**config.mk**
```make
export PLATFORM = sky130hd
export DESIGN_NAME = stepper_move_ctrl
export DESIGN_NICKNAME = d
export VERILOG_FILES = /design/src/rtl/stepper_move_ctrl.sv
export SDC_FILE = /design/constraint.sdc
export NUM_CORES = 1
export LEC_CHECK = 0
export CORE_MARGIN = 10
export CORE_UTILIZATION = 60
export DETAILED_ROUTE_END_ITERATION = 12
export DONT_BUFFER_PORTS = 1
export PLACE_DENSITY = 0.76
export SYNTH_ARGS = -nofsm -noshare
export SYNTH_HDL_FRONTEND = slang
export SYNTH_SLANG_ARGS = --single-unit
export TNS_END_PERCENT = 5
```
**constraint.sdc**
```tcl
create_clock -name clk -period 5.4 [get_ports clk]
set_clock_uncertainty 0.2 [all_clocks]
set_input_delay 0.54 -clock clk [delete_from_list [all_inputs] [get_ports clk]]
set_output_delay 0.54 -clock clk [all_outputs]
set_load 0.05 [all_outputs]
```
**src/rtl/stepper_move_ctrl.sv**
```systemverilog
// stepper_move_ctrl: trapezoidal-ramp step pulse sequencer for one stepper driver channel
// Ports: clk/rst (sync, active-high); cmd_valid/cmd_ready/cmd_steps/cmd_dir move command;
//        abort stops the move; rotate_pulse/direction/module_enable/vref_level drive the motor driver;
//        busy/done/aborted/steps_remaining report progress.
// Build option: define STEPPER_POSITION_EN to add the signed 32-bit position output.
module stepper_move_ctrl #(
    parameter int STEP_W = 16,
    parameter int PERIOD_W = 20,
    parameter int START_PERIOD = 2000,
    parameter int MIN_PERIOD = 400,
    parameter int ACCEL_DELTA = 50,
    parameter int PULSE_HIGH = 4,
    parameter int HOLD_CYCLES = 100000,
    parameter logic [3:0] RUN_VREF = 4'd12,
    parameter logic [3:0] HOLD_VREF = 4'd4
) (
    input  logic              clk,
    input  logic              rst,
    input  logic              cmd_valid,
    output logic              cmd_ready,
    input  logic [STEP_W-1:0] cmd_steps,
    input  logic              cmd_dir,
    input  logic              abort,
    output logic              rotate_pulse,
    output logic              direction,
    output logic              module_enable,
    output logic [3:0]        vref_level,
    output logic              busy,
    output logic              done,
    output logic              aborted,
    output logic [STEP_W-1:0] steps_remaining
`ifdef STEPPER_POSITION_EN
    ,
    output logic signed [31:0] position
`endif
);
    localparam logic [PERIOD_W-1:0] SP = PERIOD_W'(START_PERIOD);
    localparam logic [PERIOD_W-1:0] MP = PERIOD_W'(MIN_PERIOD);
    localparam logic [PERIOD_W-1:0] AD = PERIOD_W'(ACCEL_DELTA);
    localparam logic [PERIOD_W-1:0] PH_END = PERIOD_W'(PULSE_HIGH - 1);
    localparam int HOLD_W = $clog2(HOLD_CYCLES + 1);
    localparam logic [HOLD_W-1:0] HOLD_MAX = HOLD_W'(HOLD_CYCLES);
    localparam logic [HOLD_W-1:0] HOLD_LAST = HOLD_W'(HOLD_CYCLES - 1);

    typedef enum logic [2:0] {IDLE, ACCEL, CRUISE, DECEL, FINISH} state_t;

    state_t state, state_n;
    logic [PERIOD_W-1:0] cur_period, cur_period_n, cnt, up, dn;
    logic [STEP_W-1:0] accel_count, accel_count_n, rem_n;
    logic [HOLD_W-1:0] hold_t;
    logic moving, accept, fire, pulse_end, finish_now;

    assign moving = state == ACCEL || state == CRUISE || state == DECEL;
    assign cmd_ready = state == IDLE && !done;
    assign accept = cmd_valid && cmd_ready;
    // cnt counts cycles since the last rising edge (or since accept)
    assign fire = moving && !abort && cnt == cur_period - PERIOD_W'(1);
    assign pulse_end = rotate_pulse && cnt == PH_END;
    assign finish_now = state == FINISH && (!rotate_pulse || pulse_end);
    assign rem_n = steps_remaining - STEP_W'(1);
    // saturating ramp steps written as differences so they can never wrap
    assign up = (SP - cur_period <= AD) ? SP : cur_period + AD;
    assign dn = (cur_period - MP <= AD) ? MP : cur_period - AD;

    always_comb begin
        state_n = state;
        cur_period_n = cur_period;
        accel_count_n = accel_count;
        case (state)
            IDLE: if (accept) begin
                state_n = (cmd_steps == '0) ? FINISH : ACCEL;
                cur_period_n = SP;
                accel_count_n = '0;
            end
            ACCEL, CRUISE, DECEL: begin
                if (abort) state_n = FINISH;
                else if (fire) begin
                    if (rem_n == '0) state_n = FINISH;
                    else if (state != DECEL && rem_n <= accel_count) begin
                        state_n = DECEL;
                        cur_period_n = up;
                    end else if (state == ACCEL) begin
                        cur_period_n = dn;
                        accel_count_n = accel_count + STEP_W'(1);
                        state_n = (dn == MP) ? CRUISE : ACCEL;
                    end else if (state == DECEL) cur_period_n = up;
                end
            end
            FINISH: if (finish_now) state_n = IDLE;
            default: state_n = IDLE;
        endcase
    end

    always_ff @(posedge clk) begin
        if (rst) begin
            state <= IDLE;
            cur_period <= SP;
            accel_count <= '0;
            cnt <= '0;
            hold_t <= '0;
            rotate_pulse <= 1'b0;
            direction <= 1'b0;
            module_enable <= 1'b0;
            vref_level <= 4'd0;
            busy <= 1'b0;
            done <= 1'b0;
            aborted <= 1'b0;
            steps_remaining <= '0;
        end else begin
            state <= state_n;
            cur_period <= cur_period_n;
            accel_count <= accel_count_n;
            cnt <= (accept || fire) ? '0 : cnt + PERIOD_W'(1);
            rotate_pulse <= fire || (rotate_pulse && !pulse_end);
            done <= finish_now;
            if (accept) begin
                direction <= cmd_dir;
                steps_remaining <= cmd_steps;
                module_enable <= 1'b1;
                vref_level <= RUN_VREF;
                busy <= 1'b1;
                aborted <= 1'b0;
                hold_t <= '0;
            end else begin
                if (fire) steps_remaining <= rem_n;
                if (moving && abort) aborted <= 1'b1;
                if (finish_now) busy <= 1'b0;
                if (state == IDLE && hold_t != HOLD_MAX) hold_t <= hold_t + HOLD_W'(1);
                // hold current only applies once the driver has been enabled by a move
                if (state == IDLE && module_enable && hold_t == HOLD_LAST) vref_level <= HOLD_VREF;
            end
        end
    end

`ifdef STEPPER_POSITION_EN
    always_ff @(posedge clk) begin
        if (rst) position <= '0;
        else if (fire) position <= direction ? position + 32'sd1 : position - 32'sd1;
    end
`endif
endmodule

```
---- Yosys cells after proc, flatten, opt, wreduce, memory -nomap -nowiden ----
Cells that the tools add are included.
storage, ports and cells
  word-level logic and storage cells ...... 112
  bits in registers ....................... 100
  output and inout port bits .............. 27
cells by class
  add/sub/neg operators ................... 9
  order comparisons ....................... 3
  reductions and logical operators ........ 34
  equal/unequal tests ..................... 20
  multiplexer cells ....................... 33
operators with widths
  cell                                                             number
  two-way mux 20 bit                                               9
  two-way mux 16 bit                                               8
  less-or-equal comparator 20 x 6 -> 1 bit, second input constant  2
  one-hot mux 20 bit (2 select lines)                              1
  logical NOT 16 bit                                               2
  one-hot mux 16 bit (2 select lines)                              1
  two-way mux 3 bit                                                8
  adder 20 x 1 -> 20 bit, second input constant                    1
  adder 20 x 6 -> 20 bit, second input constant                    1
  == test 20 x 2 -> 1 bit, second input constant                   1
  == test 20 bit                                                   1
  == test 20 x 9 -> 1 bit, second input constant                   1
  subtractor 11 x 20 -> 20 bit, first input constant               1
  subtractor 20 x 1 -> 20 bit, second input constant               1
  subtractor 20 x 6 -> 20 bit, second input constant               1
  subtractor 20 x 9 -> 20 bit, second input constant               1
  adder 17 x 1 -> 17 bit, second input constant                    1
  == test 17 bit, second input constant                            1
  inequality test 17 bit, second input constant                    1
  adder 16 x 1 -> 16 bit, second input constant                    1
  less-or-equal comparator 16 bit                                  1
  subtractor 16 x 1 -> 16 bit, second input constant               1
  inequality test 2 bit, second input constant                     7
  logical AND 1 bit                                                12
  other kinds (20)                                                 34

---- Longest topological paths before layout ----
  depth in word-level cells ............... 11
  mapped depth ............................ 18
  mapped depth without buffers ............ 15

---- Worst setup path before layout ----
Ideal clock, no wire load.
  kind .................................... flip-flop to flip-flop
  start ................................... register steps_remaining[0]
  end ..................................... register cur_period[8]
  setup time .............................. 122 ps
  setup slack ............................. 295 ps
  buffers on the path ..................... 2
  stages on the path, launching flop included .. 17
  period minus slack after synthesis ...... 5105 ps
  arrival time ............................ 4783 ps
  cells stage by stage .................... dfxtp_1 -> inv_1 -> ha_1 -> nor4b_1 -> nand4_1 -> xnor2_1 -> ha_1 -> nand2_1 -> or4_1 -> a21oi_1 -> a211oi_1 -> or4b_1 -> clkbuf_1 -> or2_2 -> clkbuf_1 -> o221a_2 -> o32a_1
on the way
  longest elaborated chain between the ends .. 8
  elaborated cells between the ends (all ways) .. 12
  classes of those cells .................. add/sub (1); order compare (1); eq/ne (2); mux (5); reduce/logical (3)
RTL lines
  what                                 RTL line  RTL
  start, declared                      31        output logic [STEP_W-1:0] steps_remaining
  start signal, assigned               118       steps_remaining <= cmd_steps;
  start signal, assigned               125       if (fire) steps_remaining <= rem_n;
  subtractor 16 x 1 -> 16 bit *        60        assign rem_n = steps_remaining - STEP_W'(1);
  less-or-equal comparator 16 bit      79        else if (state != DECEL && rem_n <= accel_count) begin
  logical AND 1 bit                    79
  two-way mux 20 bit                   79
  two-way mux 20 bit                   78        if (rem_n == '0) state_n = FINISH;
  two-way mux 20 bit                   77        else if (fire) begin
  two-way mux 20 bit                   76        if (abort) state_n = FINISH;
  one-hot mux 20 bit (2 select lines)  69        case (state)
  end signal, assigned                 111       cur_period <= cur_period_n;
  end, declared                        48        logic [PERIOD_W-1:0] cur_period, cur_period_n, cnt, up, dn;
Every way passes the cells marked *; elsewhere a longest branch is shown, timed or not. The select of a mux whose other input is x is not followed.
A chain may end at the register's enable or synchronous reset.

---- Worst setup path in the final report ----
  start ................................... register steps_remaining[10]
  end ..................................... register accel_count[14]
on the way
  longest elaborated chain between the ends .. 5
  elaborated cells between the ends (all ways) .. 7
  classes of those cells .................. add/sub (1); order compare (1); eq/ne (2); reduce/logical (3)
RTL lines
  what                             RTL line  RTL
  subtractor 16 x 1 -> 16 bit *    60
  less-or-equal comparator 16 bit  79
  logical AND 1 bit                79
  inequality test 2 bit (no line)  --
  AND reduction 7 bit (no line) *  --
  end signal, assigned             112       accel_count <= accel_count_n;
  end, declared                    49        logic [STEP_W-1:0] accel_count, accel_count_n, rem_n;
Every way passes the cells marked *; elsewhere a longest branch is shown, timed or not.

==> metrics.md <==
| Metric | Value |
|---|---|
| Largest net degree at the start of global routing | 39 |
| Share of cells above drive strength 1 | just under 7% |
| Worst setup SP type | flop |
| Final setup viols | 0 |
| Simple-Gate Fraction of Synth Area | between 30% and 40% |
| Worst-path fanout max | 32 |
| Status | finished clean |
| Cells on worst reg2reg path | 13 |
| Clock sink total | 100 |
| Fill count | 1034 |
| Post-synth EDFFs | 0 |
| Initial core utilization | 62.3% |
| P&R area growth vs syn | 5.49% |
| Main synth FF type | dfxtp_1 |
| #FFs+latches synth | 100 |
| Vias/cell | just under 7 |
| Largest family of logic cells by synthesized area | simple AND/OR/NAND/NOR gates |
| Top cells by count, synth | dfxtp_1, nor2_1, nand2_1, a21oi_1, clkbuf_1 |
| Multi-input combinational cell area | 4810 um2 |
| Worst R2R End | accel_count[14] |
| HP Class | in -> reg |
| Final wirelength | 20.8 mm |
| # hold bufs at CTS | 0 |
| Total Power | 2.51 mW |
| Final min period | 5.03 ns |
| FFs w/ async S/R, synth | 0% |
| Fmax achieved | approximately 200 MHz |
| Register Area | 2000 um2 |
| Post-route cell area | 7600 um2 |
| Largest cells by area after synthesis | dfxtp_1, xnor2_1, nor2_1, ha_1, a21oi_1 |
| # DRC | 0 |
| VDD IR max | 0.320 mV |
| Synthesized area | 7200 um2 |
| Worst-margin pin slew | 1.05 ns |
| Core area | 11600 um2 |
| Min-delay src | rst |
| Die area | ~17000 um2 |
| Drt wl/cell | 19.3 um |
| Detailed placer's ending HPWL | 15.2 mm |
| Final hold viol count | 0 |
| Die height | 130 um |
| Post-synth cell types | around 70 |
| CTS tree | done |
| Cell Area, Placed | 7330 um2 |
| Cells after synthesis | 963 |
| Int Power | 1.44 mW |
| Max Root-Sink Buffers | 2 |
| Final period utilization | 93.1% |
| WP data required | 5.47 ns |
| Leakage | 2.63 nW |
| Met2 routed WL | 8.82 mm |
| Worst-Skew Late Latency | 0.36 ns |
| Number of buffers created by CTS | 9 |
| Top-Level Pins | 48 |
| Count leader, synth | dfxtp_1 |
| Total gr overflow | 0 |
| First-pass GRT wire length | 33.7 mm |
| Seq/Total Area, Yosys | between 20% and 30% |
| Total number of placement rows | 39 |
| Htree depth | 3 |
| Max-cap violations | 0 |
| Placed Instances | 1064 |
| Compound-Gate Fraction of Synth Area | 19.9% |
| Sequential power share | 36.0% |
| Cts repair resizes | 0 |
| Starting DRC count in detailed routing | 794 |
| Highest routed metal layer | met4 |
| Pre-CTS setup slack | 0.470 ns |
| RSZ-0062 raised after global routing | no |
| Clock power frac | 24.9% |
| Initial antenna violation count | 0 |
| Syn Area/Cell | ~7.5 um2 |
| Metal3 WL | ~2.2 mm |
| Post-synthesis adder-cell area fraction | 4.86% |
| IO buf count | 0 |
| Yosys warns | 0 |
| CP endpoint kind | flop |
| Switch Pwr | 1.06 mW |
| Number of global-route vias before repair | 6614 |
| Post-synthesis mux area share | 0.278% |
| Final core utilization | 65.7% |
| RePlAce Congestion | about 1 |
| Worst R2R Start | steps_remaining[10] |
| Critical path class | reg -> reg |
| Non-filler cells, final | 1079 |
| Max-slew headroom at the worst pin | 29.8% |
| Hold endpoint | vref_level[2] |
| WHS | roughly 0.046 ns |
| Area share of the largest cell type after synthesis | between 20% and 30% |
| ANT cells | 0 |
| DIE WIDTH | 130 um |
| Final nets | 981 |
| Combinational Power Share | 39.1% |
| Root buffer selected by CTS | clkbuf_16 |
| Final Slew Violations | 0 |
| Worst EP arrival | 5.10 ns |
| Final setup TNS | 0 ns |
| Area leader, netlist | dfxtp_1 |
| Flop-to-flop setup slack | 0.37 ns |
| Clock slew at reported path FFs | ~0.070 ns |
| Worst setup margin | 0.371 ns |
| 1st-pass router iterations | 5 |
| Hold Path Depth | 1 |
| Final ANT Viol Nets | 0 |
| Total GRT Usage | 24.4% |
| Sw Share | a little over two fifths |
| WL met1 | about 9 mm |
| P per Cell Area | between 300 and 400 nW/um2 |
| Setup bufs post-CTS | 0 |
| Post-synthesis xor/xnor area fraction | 10.5% |
| Via count | 7289 |
==> layout by cell type (no fill, tap or decap), drive strengths merged, types with 4 or more instances in the layout <==
| master | n |
|---|---|
| dfxtp | 100 |
| nor2 | 95 |
| nand2 | 87 |
| a21oi | 69 |
| xnor2 | 48 |
| inv | 39 |
| xor2 | 38 |
| o21ai | 38 |
| nand3 | 35 |
| or3 | 31 |
| nand4 | 28 |
| ha | 28 |
| nor3 | 28 |
| buf | 27 |
| nor4 | 27 |
| or4 | 21 |
| and3 | 15 |
| a22oi | 14 |
| nor2b | 10 |
| clkbuf | 10 |
| nand2b | 9 |
| a31oi | 9 |
| o22ai | 9 |
| or2 | 8 |
| a211oi | 7 |
| o31ai | 7 |
| o2bb2ai | 7 |
| o211ai | 6 |
| or4b | 6 |
| nor4b | 5 |
| nand3b | 5 |
| nor3b | 5 |
| a21o | 4 |
| o22a | 4 |
| o32ai | 4 |
| o32a | 4 |
| o221ai | 4 |
==> cell families after synthesis <==
logic type                 after synthesis
and+or+nand+nor                        423
AOI/OAI and AO/OA                      218
buffers and inverters                  105
DFF                                    100
xor gates and xnor gates                86
adders and majority gates               28
muxes                                    2
other                                    1
==> final cells by class <==
cell class              count  area share (%)
clock inverters             5           0.560
well taps                 143            2.36
flip-flops and latches    100            26.4
clock buffers              10            3.01
repair buffers             27            2.67
multi-input cells         759            63.3
inverters                  35            1.73
==> registers in the layout, indices dropped and copies added, names as in the netlist, 2 cells and up <==
| register | cells |
|---|---|
| accel_count | 16 |
| cnt | 20 |
| cur_period | 20 |
| hold_t | 17 |
| state | 3 |
| steps_remaining | 16 |
| vref_level | 2 |
==> critical path, stage by stage (launching register included) <==
cell and delay [ns]:
dfxtp_1 0.51, nor3_1 0.39, nand2_1 0.16, nor4b_1 0.40
xor2_1 0.15, ha_1 0.34, nand2_1 0.09, or4_1 0.52
a21oi_1 0.13, a211oi_1 0.09, or4b_1 0.58, o31a_1 0.61
or4_1 0.61, a21oi_1 0.15
==> layer usage <==
| layer | track usage (%) | up-vias |
|---|---|---|
| met3 | 7.38 | 67 |
| met2 | 35.9 | 389 |
| met1 | 32.8 | 3381 |
| li1 | - | 3452 |
| met4 | 9.19 | 0 |
| met5 | 0 | - |
==> power groups by stage <==
stage	Clock, mW	Sequential (mW)	Combinational, mW
after floorplan	0	0.943	0.702
after global placement	0	0.916	0.920
after detailed placement	0	0.918	0.955
after CTS	0.633	0.902	0.962
after global routing	0.656	0.911	1.09
final	0.623	0.902	0.980
==> worst max path at each step <==
stage,endpoint,start,cells after the start,slack (ns)
2_1_floorplan,cur_period[8],steps_remaining[0],16,0.29
3_5_place_dp,accel_count[5],steps_remaining[10],13,0.47
5_1_grt,cur_period[0],steps_remaining[10],16,0.04
3_3_place_gp,accel_count[7],steps_remaining[10],13,0.62
4_1_cts,accel_count[5],steps_remaining[10],13,0.39
6_report,accel_count[14],steps_remaining[10],13,0.37
Note: power is estimated with default switching activity, not from simulation.
